<file path="src/rtl/gpio_pkg.sv">
// gpio_pkg: shared constants for the gpio_irq peripheral.
//   - BUS_W              : peripheral bus address/data width
//   - OFF_*              : register offsets decoded on addr_i[4:0]
//   - mode_e             : per-pin 2-bit mode encoding
//   - edge_e             : per-pin 2-bit interrupt edge selection
package gpio_pkg;

   localparam int BUS_W = 32;

   localparam logic [4:0] OFF_MODE = 5'h00;
   localparam logic [4:0] OFF_DATA = 5'h04;
   localparam logic [4:0] OFF_SET  = 5'h08;
   localparam logic [4:0] OFF_CLR  = 5'h0C;
   localparam logic [4:0] OFF_EDGE = 5'h10;
   localparam logic [4:0] OFF_PEND = 5'h14;

   // 2'b11 is reserved and behaves like hi-Z.
   typedef enum logic [1:0] {
      MODE_HIZ = 2'b00,
      MODE_OUT = 2'b01,
      MODE_IN  = 2'b10,
      MODE_RSV = 2'b11
   } mode_e;

   // Bit 0 enables rising, bit 1 enables falling.
   typedef enum logic [1:0] {
      EDGE_NONE = 2'b00,
      EDGE_RISE = 2'b01,
      EDGE_FALL = 2'b10,
      EDGE_BOTH = 2'b11
   } edge_e;

endpackage

</file>
<file path="src/rtl/gpio_irq_if.sv">
// gpio_irq_if: single-cycle peripheral bus used by gpio_irq.
//   we_i   : write strobe, one cycle per write
//   addr_i : byte address
//   data_i : write data
//   data_o : read data, combinational from addr_i
// Modports: master (bus side), slave (peripheral side).
interface gpio_irq_if;
   import gpio_pkg::*;

   logic             we_i;
   logic [BUS_W-1:0] addr_i;
   logic [BUS_W-1:0] data_i;
   logic [BUS_W-1:0] data_o;

   modport master (output we_i, output addr_i, output data_i, input data_o);
   modport slave  (input we_i, input addr_i, input data_i, output data_o);

endinterface

</file>
<file path="src/rtl/gpio_sync_edge.sv">
// gpio_sync_edge: per-pin input synchroniser plus edge detector.
//   clk, rst_n : clock, synchronous active-low reset
//   pin_i      : raw asynchronous pin level
//   sync_o     : synchronised level (last flop of the chain)
//   rise_o     : one-cycle pulse on a synchronised 0->1 transition
//   fall_o     : one-cycle pulse on a synchronised 1->0 transition
module gpio_sync_edge #(
   parameter int SYNC_STAGES = 2
) (
   input  logic clk,
   input  logic rst_n,
   input  logic pin_i,
   output logic sync_o,
   output logic rise_o,
   output logic fall_o
);

   logic [SYNC_STAGES-1:0] sync_chain;
   logic                   prev;

   // prev follows sync regardless of pin mode, so a later mode change
   // never sees a stale level and cannot fabricate an edge.
   always_ff @(posedge clk) begin
      if (!rst_n) begin
         sync_chain <= '0;
         prev       <= 1'b0;
      end else begin
         sync_chain <= {sync_chain[SYNC_STAGES-2:0], pin_i};
         prev       <= sync_chain[SYNC_STAGES-1];
      end
   end

   assign sync_o = sync_chain[SYNC_STAGES-1];
   assign rise_o = sync_o & ~prev;
   assign fall_o = ~sync_o & prev;

endmodule

</file>
<file path="src/rtl/gpio_irq.sv">
// gpio_irq: GPIO controller with per-pin mode, atomic set/clear output
// writes and edge-triggered interrupts collected in a W1C pending register.
//   clk, rst_n : clock, synchronous active-low reset
//   bus        : peripheral bus slave (we_i/addr_i/data_i/data_o)
//   io_pin_i   : raw asynchronous pin levels
//   io_out_o   : output data register
//   io_oe_o    : per-pin output enable (mode == output)
//   irq_o      : OR of all pending bits
module gpio_irq
   import gpio_pkg::*;
#(
   parameter int NUM_IO      = 16,
   parameter int SYNC_STAGES = 2
) (
   input  logic              clk,
   input  logic              rst_n,
   gpio_irq_if.slave         bus,
   input  logic [NUM_IO-1:0] io_pin_i,
   output logic [NUM_IO-1:0] io_out_o,
   output logic [NUM_IO-1:0] io_oe_o,
   output logic              irq_o
);

   logic [2*NUM_IO-1:0] mode_q;
   logic [2*NUM_IO-1:0] edge_q;
   logic [NUM_IO-1:0]   out_q;
   logic [NUM_IO-1:0]   pend_q;

   logic [NUM_IO-1:0]   sync_v;
   logic [NUM_IO-1:0]   rise_v;
   logic [NUM_IO-1:0]   fall_v;
   logic [NUM_IO-1:0]   is_in;
   logic [NUM_IO-1:0]   hit;
   logic [NUM_IO-1:0]   pin_rd;

   logic [4:0]          offset;
   logic                wr_mode, wr_data, wr_set, wr_clr, wr_edge, wr_pend;
   logic [BUS_W-1:0]    rdata;

   // Only the low five address bits are decoded.
   logic                unused_addr;
   assign unused_addr = ^bus.addr_i[BUS_W-1:5];

   assign offset  = bus.addr_i[4:0];
   assign wr_mode = bus.we_i && (offset == OFF_MODE);
   assign wr_data = bus.we_i && (offset == OFF_DATA);
   assign wr_set  = bus.we_i && (offset == OFF_SET);
   assign wr_clr  = bus.we_i && (offset == OFF_CLR);
   assign wr_edge = bus.we_i && (offset == OFF_EDGE);
   assign wr_pend = bus.we_i && (offset == OFF_PEND);

   for (genvar k = 0; k < NUM_IO; k++) begin : g_pin
      gpio_sync_edge #(
         .SYNC_STAGES (SYNC_STAGES)
      ) u_sync_edge (
         .clk    (clk),
         .rst_n  (rst_n),
         .pin_i  (io_pin_i[k]),
         .sync_o (sync_v[k]),
         .rise_o (rise_v[k]),
         .fall_o (fall_v[k])
      );

      assign io_oe_o[k] = (mode_q[2*k +: 2] == MODE_OUT);
      assign is_in[k]   = (mode_q[2*k +: 2] == MODE_IN);

      // Edges on pins not in input mode are dropped, never latched.
      assign hit[k] = is_in[k] & ((edge_q[2*k]   & rise_v[k]) |
                                  (edge_q[2*k+1] & fall_v[k]));

      assign pin_rd[k] = io_oe_o[k] ? out_q[k] : (is_in[k] & sync_v[k]);
   end

   // Register file
   always_ff @(posedge clk) begin
      if (!rst_n) begin
         mode_q <= '0;
         edge_q <= '0;
         out_q  <= '0;
         pend_q <= '0;
      end else begin
         if (wr_mode) mode_q <= bus.data_i[2*NUM_IO-1:0];
         if (wr_edge) edge_q <= bus.data_i[2*NUM_IO-1:0];

         if (wr_data)     out_q <= bus.data_i[NUM_IO-1:0];
         else if (wr_set) out_q <= out_q | bus.data_i[NUM_IO-1:0];
         else if (wr_clr) out_q <= out_q & ~bus.data_i[NUM_IO-1:0];

         // A new edge wins over a simultaneous write-1-to-clear.
         pend_q <= (pend_q & ~({NUM_IO{wr_pend}} & bus.data_i[NUM_IO-1:0])) | hit;
      end
   end

   // Read mux; forced to zero while reset is held.
   always_comb begin
      rdata = '0;
      if (rst_n) begin
         case (offset)
            OFF_MODE: rdata[2*NUM_IO-1:0] = mode_q;
            OFF_DATA: rdata[NUM_IO-1:0]   = pin_rd;
            OFF_EDGE: rdata[2*NUM_IO-1:0] = edge_q;
            OFF_PEND: rdata[NUM_IO-1:0]   = pend_q;
            default:  rdata = '0;
         endcase
      end
   end

   assign bus.data_o = rdata;
   assign io_out_o   = out_q;
   assign irq_o      = |pend_q;

endmodule
</file>
<file path="src/flat_wrapper.sv">
// flat-port wrapper written by rule: the top's interface ports become plain ports
module gpio_irq_flat import gpio_pkg::*;
#(
   parameter int NUM_IO      = 16,
   parameter int SYNC_STAGES = 2
)
  (clk, rst_n, io_pin_i, io_out_o, io_oe_o, irq_o, bus_we_i, bus_addr_i, bus_data_i, bus_data_o);
  gpio_irq_if bus_i ();
  input  logic clk;
  input  logic rst_n;
  input  logic [NUM_IO-1:0] io_pin_i;
  output logic [NUM_IO-1:0] io_out_o;
  output logic [NUM_IO-1:0] io_oe_o;
  output logic irq_o;
  input wire logic [$bits(bus_i.we_i)-1:0] bus_we_i;
  input wire logic [$bits(bus_i.addr_i)-1:0] bus_addr_i;
  input wire logic [$bits(bus_i.data_i)-1:0] bus_data_i;
  output wire logic [$bits(bus_i.data_o)-1:0] bus_data_o;
  assign bus_i.we_i = bus_we_i;
  assign bus_i.addr_i = bus_addr_i;
  assign bus_i.data_i = bus_data_i;
  assign bus_data_o = bus_i.data_o;
  gpio_irq #(.NUM_IO(NUM_IO), .SYNC_STAGES(SYNC_STAGES)) u_core (.clk(clk), .rst_n(rst_n), .bus(bus_i), .io_pin_i(io_pin_i), .io_out_o(io_out_o), .io_oe_o(io_oe_o), .irq_o(irq_o));
endmodule
</file>
<file path="config.mk">
export PLATFORM = sky130hd
export DESIGN_NAME = gpio_irq_flat
export DESIGN_NICKNAME = d
export VERILOG_FILES = /design/src/rtl/gpio_pkg.sv /design/src/rtl/gpio_irq_if.sv /design/src/rtl/gpio_sync_edge.sv /design/src/rtl/gpio_irq.sv /design/src/flat_wrapper.sv
export SDC_FILE = /design/constraint.sdc
export NUM_CORES = 1
export LEC_CHECK = 0
export CAP_MARGIN = 20
export CORE_MARGIN = 2
export CORE_UTILIZATION = 45
export CTS_CLUSTER_SIZE = 8
export DETAILED_ROUTE_END_ITERATION = 7
export PLACE_DENSITY = 0.73
export SKIP_LAST_GASP = 1
export SYNTH_ARGS = -nofsm -noshare
export SYNTH_HDL_FRONTEND = slang
export SYNTH_SLANG_ARGS = --single-unit
</file>
<file path="constraint.sdc">
create_clock -name clk -period 3.9 [get_ports clk]
set_input_delay 1.17 -clock clk [delete_from_list [all_inputs] [get_ports clk]]
set_output_delay 1.17 -clock clk [all_outputs]
set_load 0.02 [all_outputs]
</file>
==> results_dict.tcl, run 1 <==
set metrics [dict create \
    run_status "finished clean" \
    antenna_found_initial 1 \
    clk_latency_ns 0.42 \
    p_sw_mw 0.8646 \
    p_comb_share_pct 9.1 \
    fill_cells 1382 \
    startpoint "bus_addr_i[0]" \
    die_h_um 130.4 \
    gp_congestion 0.8385 \
    hpwl_um 14410 \
    cp.required_ns 2.73 \
    chipWidth_um 130.4 \
    drt_iter0_markers 781 \
    layout-drive-gt1-share_pct 18.24 \
    drcViolationCount 0 \
    grt_use_total_pct 28.71 \
    ys_ff_latch 144 \
    die-area_um2 17000 \
    seq_area_um2 2883 \
    postSynthCellCount 866 \
    cts_hold_buf 0 \
    syn_avg_cell_area_um2 8.299 \
    cp-end-kind "output port" \
    finalCritPeriodShare_pct 98.56 \
    multi_input_area_um2 3955 \
    fin_ws_ns 0.05604 \
    swShare_pct 23.50 \
    r2r-start "u_core.g_pin[11].u_sync_edge.sync_chain[1]" \
    syn_area_um2 7187 \
    p_seq_share_pct 41.2 \
    port_buffers 120 \
    hp-class "flop to flop" \
    slew_headroom_pct 42.46 \
    cts_root_buf "clkbuf_16" \
    post_drt_wl_per_cell_um 19.66 \
    max-vdd-ir-drop_mv 0.3236 \
    start_util_pct 45.57 \
    core_area_um2 15770 \
    powerDensity_nw_per_um2 374.4 \
    crit_arrival_ns 2.67 \
    crit_type "input pin to output port" \
    area_growth_pct 36.73 \
    nets 1084 \
    min-delay-start "u_core.g_pin[12].u_sync_edge.sync_chain[0]" \
    crit_fanout 5 \
    period_needed_ns 3.844 \
    grt_pass1_wl_um 37910 \
    final_area_um2 9827 \
    cts_buffers 17 \
    htreeDepth 4 \
    first_global_vias 7164 \
    syn-num-nets 949 \
    leakagePower_nw 3.560 \
    tightest_slew_ns 0.8630 \
    tritoncts "done" \
    rsz0062_at_grt "no" \
    fmax_mhz 260.1 \
    finalHoldViolCount 0 \
    placed_area_um2 8870 \
    path_clk_slew_ns 0.06 \
    io_pins 148 \
    viasPerCell 6.070 \
    ys_types 39 \
    grt_max_degree 81 \
    overflow 0 \
    firstDrtPassIters 5 \
    routed_wl_um 24200 \
    post-place-ws_ns -0.7066 \
    cap_violations 0 \
    maxSlewViolCount 0 \
    yosysSeqAreaShare_pct 40.11 \
    fin_skew_ns 0.005370 \
    vias 7472 \
    power_frac_clock_pct 49.7 \
    clockBufferDepth 2 \
    start_kind "input pin" \
    rows 46 \
    ant_nets 0 \
    internal-power_mw 2.814 \
    cts.sinks 144 \
    ys_warn_count 0 \
    setup_violations 0 \
]
final timing paths:
kind	slack, ns	cells after the start	to
max	0.06	9	bus_data_o[11]
max reg2reg	2.92	3	u_core.pend_q[11]
min reg2reg	0.43	1	u_core.g_pin[12].u_sync_edge.sync_chain[1]
min	0.43	1	u_core.g_pin[12].u_sync_edge.sync_chain[1]
cell type report:
cell class / count / share of cell area, %
Clock inverter: 13 / 2.114
Antenna cell: 1 / 0.02546
Sequential cell: 144 / 29.34
Multi-Input combinational cell: 622 / 40.25
Timing Repair Buffer: 197 / 20.19
Tap cell: 216 / 2.750
Inverter: 19 / 0.7257
Clock buffer: 19 / 4.609
Yosys cell counts:
| cell | n | area (um^2) |
|---|---|---|
| buf_6 | 9 | 101.4 |
| o21a_1 | 17 | 127.6 |
| nor4bb_1 | 1 | 10.01 |
| a41oi_2 | 12 | 195.2 |
| clkbuf_1 | 36 | 135.1 |
| inv_1 | 17 | 63.81 |
| xor2_1 | 1 | 8.760 |
| a31oi_1 | 18 | 112.6 |
| xnor2_1 | 1 | 8.760 |
| or4b_1 | 1 | 10.01 |
| o211ai_1 | 16 | 120.1 |
| or2_1 | 1 | 6.260 |
| nand2b_1 | 18 | 112.6 |
| and3_1 | 1 | 6.260 |
| and3b_1 | 32 | 280.3 |
| o21ai_0 | 14 | 70.07 |
| o211a_1 | 14 | 140.1 |
| inv_2 | 2 | 7.510 |
| buf_1 | 9 | 33.78 |
| a21oi_1 | 110 | 550.5 |
| nor3_1 | 14 | 70.07 |
| or4_1 | 2 | 15.01 |
| nor4_4 | 1 | 21.27 |
| nor4b_2 | 2 | 30.03 |
| clkbuf_2 | 1 | 5.000 |
| nand3b_1 | 32 | 240.2 |
| nor2_1 | 14 | 52.55 |
| nand3_1 | 144 | 720.7 |
| nor2b_1 | 18 | 112.6 |
| nor3_2 | 1 | 10.01 |
| o21ai_1 | 64 | 320.3 |
| nor4_1 | 4 | 25.02 |
| a311oi_1 | 1 | 8.760 |
| and2_1 | 62 | 387.9 |
| nor3b_2 | 1 | 12.51 |
| buf_2 | 26 | 130.1 |
| nand4_1 | 1 | 6.260 |
| a41oi_1 | 4 | 35.03 |
| dfxtp_1 | 144 | 2883 |
worst max-delay path, stage by stage:
cell             delay [ns]
clkdlybuf4s15_1        0.20
buf_6                  0.15
buf_4                  0.16
nor3_4                 0.14
buf_6                  0.13
buf_12                 0.11
o211ai_1               0.17
a41oi_2                0.26
buf_4                  0.18
stage by stage:
stage | util, % | TNS [ns] | hold WS (ns) | std cells | power [mW]
final | 62.31 | 0 | 0.4324 | 1231 | 3.679
after global routing | 62.31 | 0 | 0.4394 | 1231 | 3.778
after CTS | 61.28 | 0 | 0.4311 | 1227 | 3.672
after detailed placement | 56.24 | -21.25 | 0.4169 | 1179 | 1.850
after global placement | 56.24 | -20.03 | 0.4168 | 1179 | 1.846
after floorplan | - | 0 | 0.4119 | 866 | 1.686
layer usage:
metal | track usage, % | wire length [um]
met1 | 38.33 | 10140
met2 | 46.32 | 11440
met3 | 4.967 | 1993
met4 | 11.83 | 631
met5 | 0 | 0
cells by family after synthesis:
kind of cell              synth area share [%]
AOI/OAI and AO/OA                        23.38
and+or+nand+nor                          29.63
DFF                                      40.11
xor gates and xnor gates                0.2438
buffers and inverters                    6.633
power by group through the flow:
stage	sequential, mW	clock (mW)	combinational (mW)
after floorplan	1.54	0	0.143
after global placement	1.55	0	0.299
after detailed placement	1.55	0	0.303
after CTS	1.52	1.84	0.321
after global routing	1.52	1.91	0.354
final	1.52	1.83	0.335
cells in the final DEF (no fill, tap or decap), types with 5 or more instances in the layout:
cell,synthesis,final
nand3_1,144,144
dfxtp_1,144,144
a21oi_1,110,98
clkdlybuf4s50_1,0,82
buf_4,0,70
o21ai_1,64,64
and2_1,62,62
and3b_1,32,32
nand3b_1,32,32
clkbuf_16,0,19
a31oi_1,18,18
nand2b_1,18,17
inv_1,17,17
o21a_1,17,17
nor2b_1,18,16
o211ai_1,16,16
a41oi_2,12,16
buf_6,9,15
nor2_1,14,14
o211a_1,14,14
o21ai_0,14,14
nor3_1,14,14
buf_12,0,14
a21oi_2,0,12
buf_2,26,7
bufinv_16,0,5
timing repair:
item	CTS	global route
cloned	4	2
resized for setup	177	38
pin swaps	12	17
setup endpoints to repair	32	31
buffers inserted	12	1
endpoints found under the hold margin	0	0
No activity file was read; power rests on OpenSTA's default activity.
==> run 2, diff against run 1 <==
CORE_UTILIZATION = 28   (was 45)
PLACE_DENSITY = 0.5   (was 0.73)
==> results_dict.tcl, run 2 (synthesis results as in run 1) <==
set metrics [dict create \
    powerDensity_nw_per_um2 366.7 \
    rrSetupSlack_ns 2.91 \
    fill_cells 2556 \
    slew_headroom_pct 47.46 \
    routed_wl_um 25590 \
    crit_fanout 10 \
    gp_congestion 0.7629 \
    fmax_mhz 259.7 \
    final_cell_mix "dfxtp_1, nand3_1, a21oi_1, clkdlybuf4s50_1, o21ai_1" \
    clk_latency_ns 0.42 \
    crit_chain "buf_2, buf_6, nor4_4, buf_6, bufbuf_16, nand3_1, a21oi_2, buf_6" \
    cp.required_ns 2.73 \
    core_area_um2 25180 \
    mostFrequentLayoutCell "dfxtp_1" \
    cap_violations 0 \
    cts_hold_buf 0 \
    whs_ns 0.4317 \
    period_needed_ns 3.851 \
    hp-class "flop to flop" \
    grt_use_total_pct 19.21 \
    drt_iter0_markers 466 \
    setup_violations 0 \
    chipWidth_um 164.2 \
    path_clk_slew_ns 0.06 \
    io_pins 148 \
    grtUsageMet3_pct 3.535 \
    vias 7065 \
    finalHoldViolCount 0 \
    port_buffers 120 \
    htreeDepth 4 \
    die_h_um 164.2 \
    hpwl_um 16850 \
    grt_pass1_wl_um 39880 \
    start_kind "input pin" \
    grtUsageMet2_pct 30.05 \
    drcViolationCount 0 \
    crit_top_cell "buf_6" \
    antenna_found_initial 0 \
    start_util_pct 28.54 \
    crit_type "input pin to output port" \
    rsz0062_at_grt "yes" \
    tritoncts "done" \
    post_drt_wl_per_cell_um 19.15 \
    tightest_slew_ns 0.7881 \
    cts_root_buf "clkbuf_16" \
    ant_nets 0 \
    firstDrtPassIters 6 \
    leakagePower_nw 3.508 \
    run_status "finished clean" \
    die-area_um2 26960 \
    finalCritPeriodShare_pct 98.75 \
    max-vdd-ir-drop_mv 0.2735 \
    clockBufferDepth 2 \
    num_antenna_cells 0 \
    cp_slowest_cell "nor4_4" \
    setup_tns_ns 0 \
    crit_arrival_ns 2.68 \
    first_global_vias 6760 \
    top_usage_layer "met2" \
    nets 1076 \
    viasPerCell 5.288 \
    cts.sinks 144 \
    area_growth_pct 37.29 \
    slowest_delay_ns 0.31 \
    grt_max_degree 80 \
    rows 58 \
    cp-end-kind "output port" \
    layout-drive-gt1-share_pct 17.10 \
    fin_skew_ns 0.006786 \
    cts_buffers 17 \
    use_met1_pct 27.10 \
    final_util_pct 39.18 \
    overflow 0 \
    maxSlewViolCount 0 \
]
[run 2: worst max-delay path: cells and delay by family]
kind | cells | cell delay, ns
AND/OR/NAND/NOR | 2 | 0.40
AO/OA/AOI/OAI | 1 | 0.17
buffers and inverters | 5 | 0.92
[run 2: what timing repair did]
item,4_1_cts,5_1_grt
gates resized for setup,197,10
setup endpoints to repair,32,32
cloned,4,0
pin swaps,12,9
buffers inserted,8,0
[run 2: metrics by stage]
step | total power, mW | setup WS (ns) | instance area, um^2 | instances
finish | 3.619 | 0.04892 | 9867 | 1336
global route | 3.736 | -0.001154 | 9867 | 1336
CTS | 3.646 | 0.01017 | 9848 | 1336
detailed placement | 1.858 | -0.8358 | 9005 | 1292
global placement | 1.857 | -0.8363 | 9005 | 1292
floorplan | 1.686 | 0.2220 | 7187 | 866
[run 2: per-layer routing]
metal | vias up | routed length (um)
met5 | - | 0
met4 | 0 | 347
met3 | 27 | 1415
met2 | 213 | 11680
met1 | 3430 | 12150
li1 | 3395 | -
[run 2: path summary, 6_finish.rpt]
| kind | from | endpoint | depth (start not counted) |
|---|---|---|---|
| min | u_core.g_pin[0].u_sync_edge.sync_chain[0] | u_core.g_pin[0].u_sync_edge.sync_chain[1] | 1 |
| max | bus_addr_i[3] | bus_data_o[17] | 8 |
| max reg2reg | u_core.g_pin[13].u_sync_edge.sync_chain[1] | u_core.pend_q[13] | 3 |
| min reg2reg | u_core.g_pin[0].u_sync_edge.sync_chain[0] | u_core.g_pin[0].u_sync_edge.sync_chain[1] | 1 |
[run 2: cell type report]
type	count	area, um^2	share of cell area (%)
well taps	330	412.9	4.185
flip-flops and latches	144	2883	29.22
repair buffers	189	1881	19.06
inverters	19	71.32	0.7228
multi-input cells	622	3985	40.39
clock buffers	17	425.4	4.311
clock inverters	15	209.0	2.118
[run 2: power by group]
part	switching [mW]	internal [mW]	total (mW)
registers	0.0187	1.50	1.52
logic	0.186	0.141	0.327
clock network	0.694	1.08	1.78
==> run 3, diff against run 2 <==
CORE_ASPECT_RATIO = 0.5   (was default)
==> results_dict.tcl, run 3 (synthesis results as in run 1) <==
set metrics [dict create \
    final_cell_mix "dfxtp_1, nand3_1, a21oi_1, clkdlybuf4s50_1, buf_4" \
    post_drt_wl_per_cell_um 20.06 \
    crit_arrival_ns 2.67 \
    ant_nets 0 \
    hpwl_um 17330 \
    clockBufferDepth 2 \
    rsz0062_at_grt "no" \
    leakagePower_nw 3.645 \
    fin_skew_ns 0.008577 \
    start_kind "input pin" \
    max-vdd-ir-drop_mv 0.3465 \
    setup_violations 0 \
    fmax_mhz 260.1 \
    critPathBufInv 5 \
    finalCritPeriodShare_pct 98.58 \
    cts_root_buf "clkbuf_16" \
    finalHoldViolCount 0 \
    final_util_pct 40.40 \
    crit_top_cell "buf_6" \
    start_util_pct 28.53 \
    finalNonFillerCells 1371 \
    crit_fanout 5 \
    layout-drive-gt1-share_pct 19.96 \
    slowest_delay_ns 0.28 \
    fill_cells 2520 \
    num_antenna_cells 0 \
    tritoncts "done" \
    whs_ns 0.4308 \
    final_area_um2 10170 \
    port_buffers 120 \
    run_status "finished clean" \
    tightest_slew_ns 0.8092 \
    first_global_vias 6931 \
    firstDrtPassIters 5 \
    die_h_um 117.3 \
    post-place-ws_ns -0.7894 \
    cpLargestDelayFamily "buffers and inverters" \
    cp_slowest_cell "nor4b_4" \
    cp-end-kind "output port" \
    placed_area_um2 9052 \
    crit_type "input pin to output port" \
    nets 1097 \
    rows 41 \
    crit_chain "clkdlybuf4s15_1, buf_6, nor4b_4, buf_6, buf_12, nand3_1, a41oi_2, buf_4" \
    core_area_um2 25190 \
    cts_hold_buf 0 \
    grt_max_degree 80 \
    drcViolationCount 0 \
    path_clk_slew_ns 0.06 \
    period_needed_ns 3.845 \
    cp.required_ns 2.73 \
    finalPower_mw 3.665 \
    die-area_um2 27040 \
    fin_ws_ns 0.05520 \
    vias 7294 \
    drt_iter0_markers 621 \
    grt_pass1_wl_um 42060 \
    hp-class "flop to flop" \
    setup_tns_ns 0 \
    powerDensity_nw_per_um2 360.2 \
    seq_area_um2 2883 \
    dp_cells 1310 \
    clk_latency_ns 0.44 \
    slew_headroom_pct 46.05 \
    antenna_found_initial 0 \
    cap_violations 0 \
    chipWidth_um 230.6 \
    cts.sinks 144 \
    multi_input_area_um2 3996 \
    viasPerCell 5.320 \
    mostFrequentLayoutCell "dfxtp_1" \
    overflow 0 \
    io_pins 148 \
    area_growth_pct 41.57 \
    cts_buffers 17 \
    gp_congestion 0.8184 \
    grt_use_total_pct 20.62 \
    htreeDepth 4 \
    routed_wl_um 27500 \
    maxSlewViolCount 0 \
]
## run 3: cell types whose count changed in the layout (fill, tap and decap cells not counted), sizes merged
cell | previous run | this run
buf | 104 | 121
bufbuf | 1 | 2
clkbuf | 17 | 27
clkinv | 6 | 2
dlygate4sd2 | 1 | 0
inv | 22 | 20
## run 3: cell type report
| cell class | instances | area share, % |
|---|---|---|
| inverter | 19 | 0.7009 |
| clock buffer | 23 | 4.697 |
| tap | 344 | 4.230 |
| timing repair buffer | 210 | 21.25 |
| clock inverter | 9 | 1.513 |
| sequential | 144 | 28.33 |
| multi-input combinational | 622 | 39.28 |
## run 3: path summary, 6_finish.rpt
check	end	slack, ns	from	cells after the start
worst max-delay path	bus_data_o[15]	0.06	bus_addr_i[2]	8
worst max register to register	u_core.pend_q[9]	2.84	u_core.g_pin[9].u_sync_edge.sync_chain[1]	3
worst min-delay path	u_core.g_pin[1].u_sync_edge.sync_chain[1]	0.43	u_core.g_pin[1].u_sync_edge.sync_chain[0]	1
worst min register to register	u_core.g_pin[1].u_sync_edge.sync_chain[1]	0.43	u_core.g_pin[1].u_sync_edge.sync_chain[0]	1
## run 3: report_power, final
part           total (mW)  switching [mW]  leakage (nW)  internal [mW]
logic               0.358           0.200          2.17          0.158
clock network        1.79           0.670         0.304           1.12
registers            1.52          0.0174          1.17           1.50
## run 3: per-layer routing
metal  vias to the layer above  GRT usage, %  part of all wire [%]  routed length [um]
li1                       3444             -                     -                   -
met1                      3582         28.47                    48               13140
met2                       233         32.17                    44               12180
met3                        35         4.070                   5.9                1625
met4                         0         7.527                   2.0                 563
met5                         -             0                     0                   0
## run 3: timing repair
action                                 4_1_cts  5_1_grt
gates cloned                                10        0
setup endpoints to repair                   32       29
resized for setup                          197       30
setup buffers                               20        2
endpoints found under the hold margin        0        0
pin swaps                                   12       15
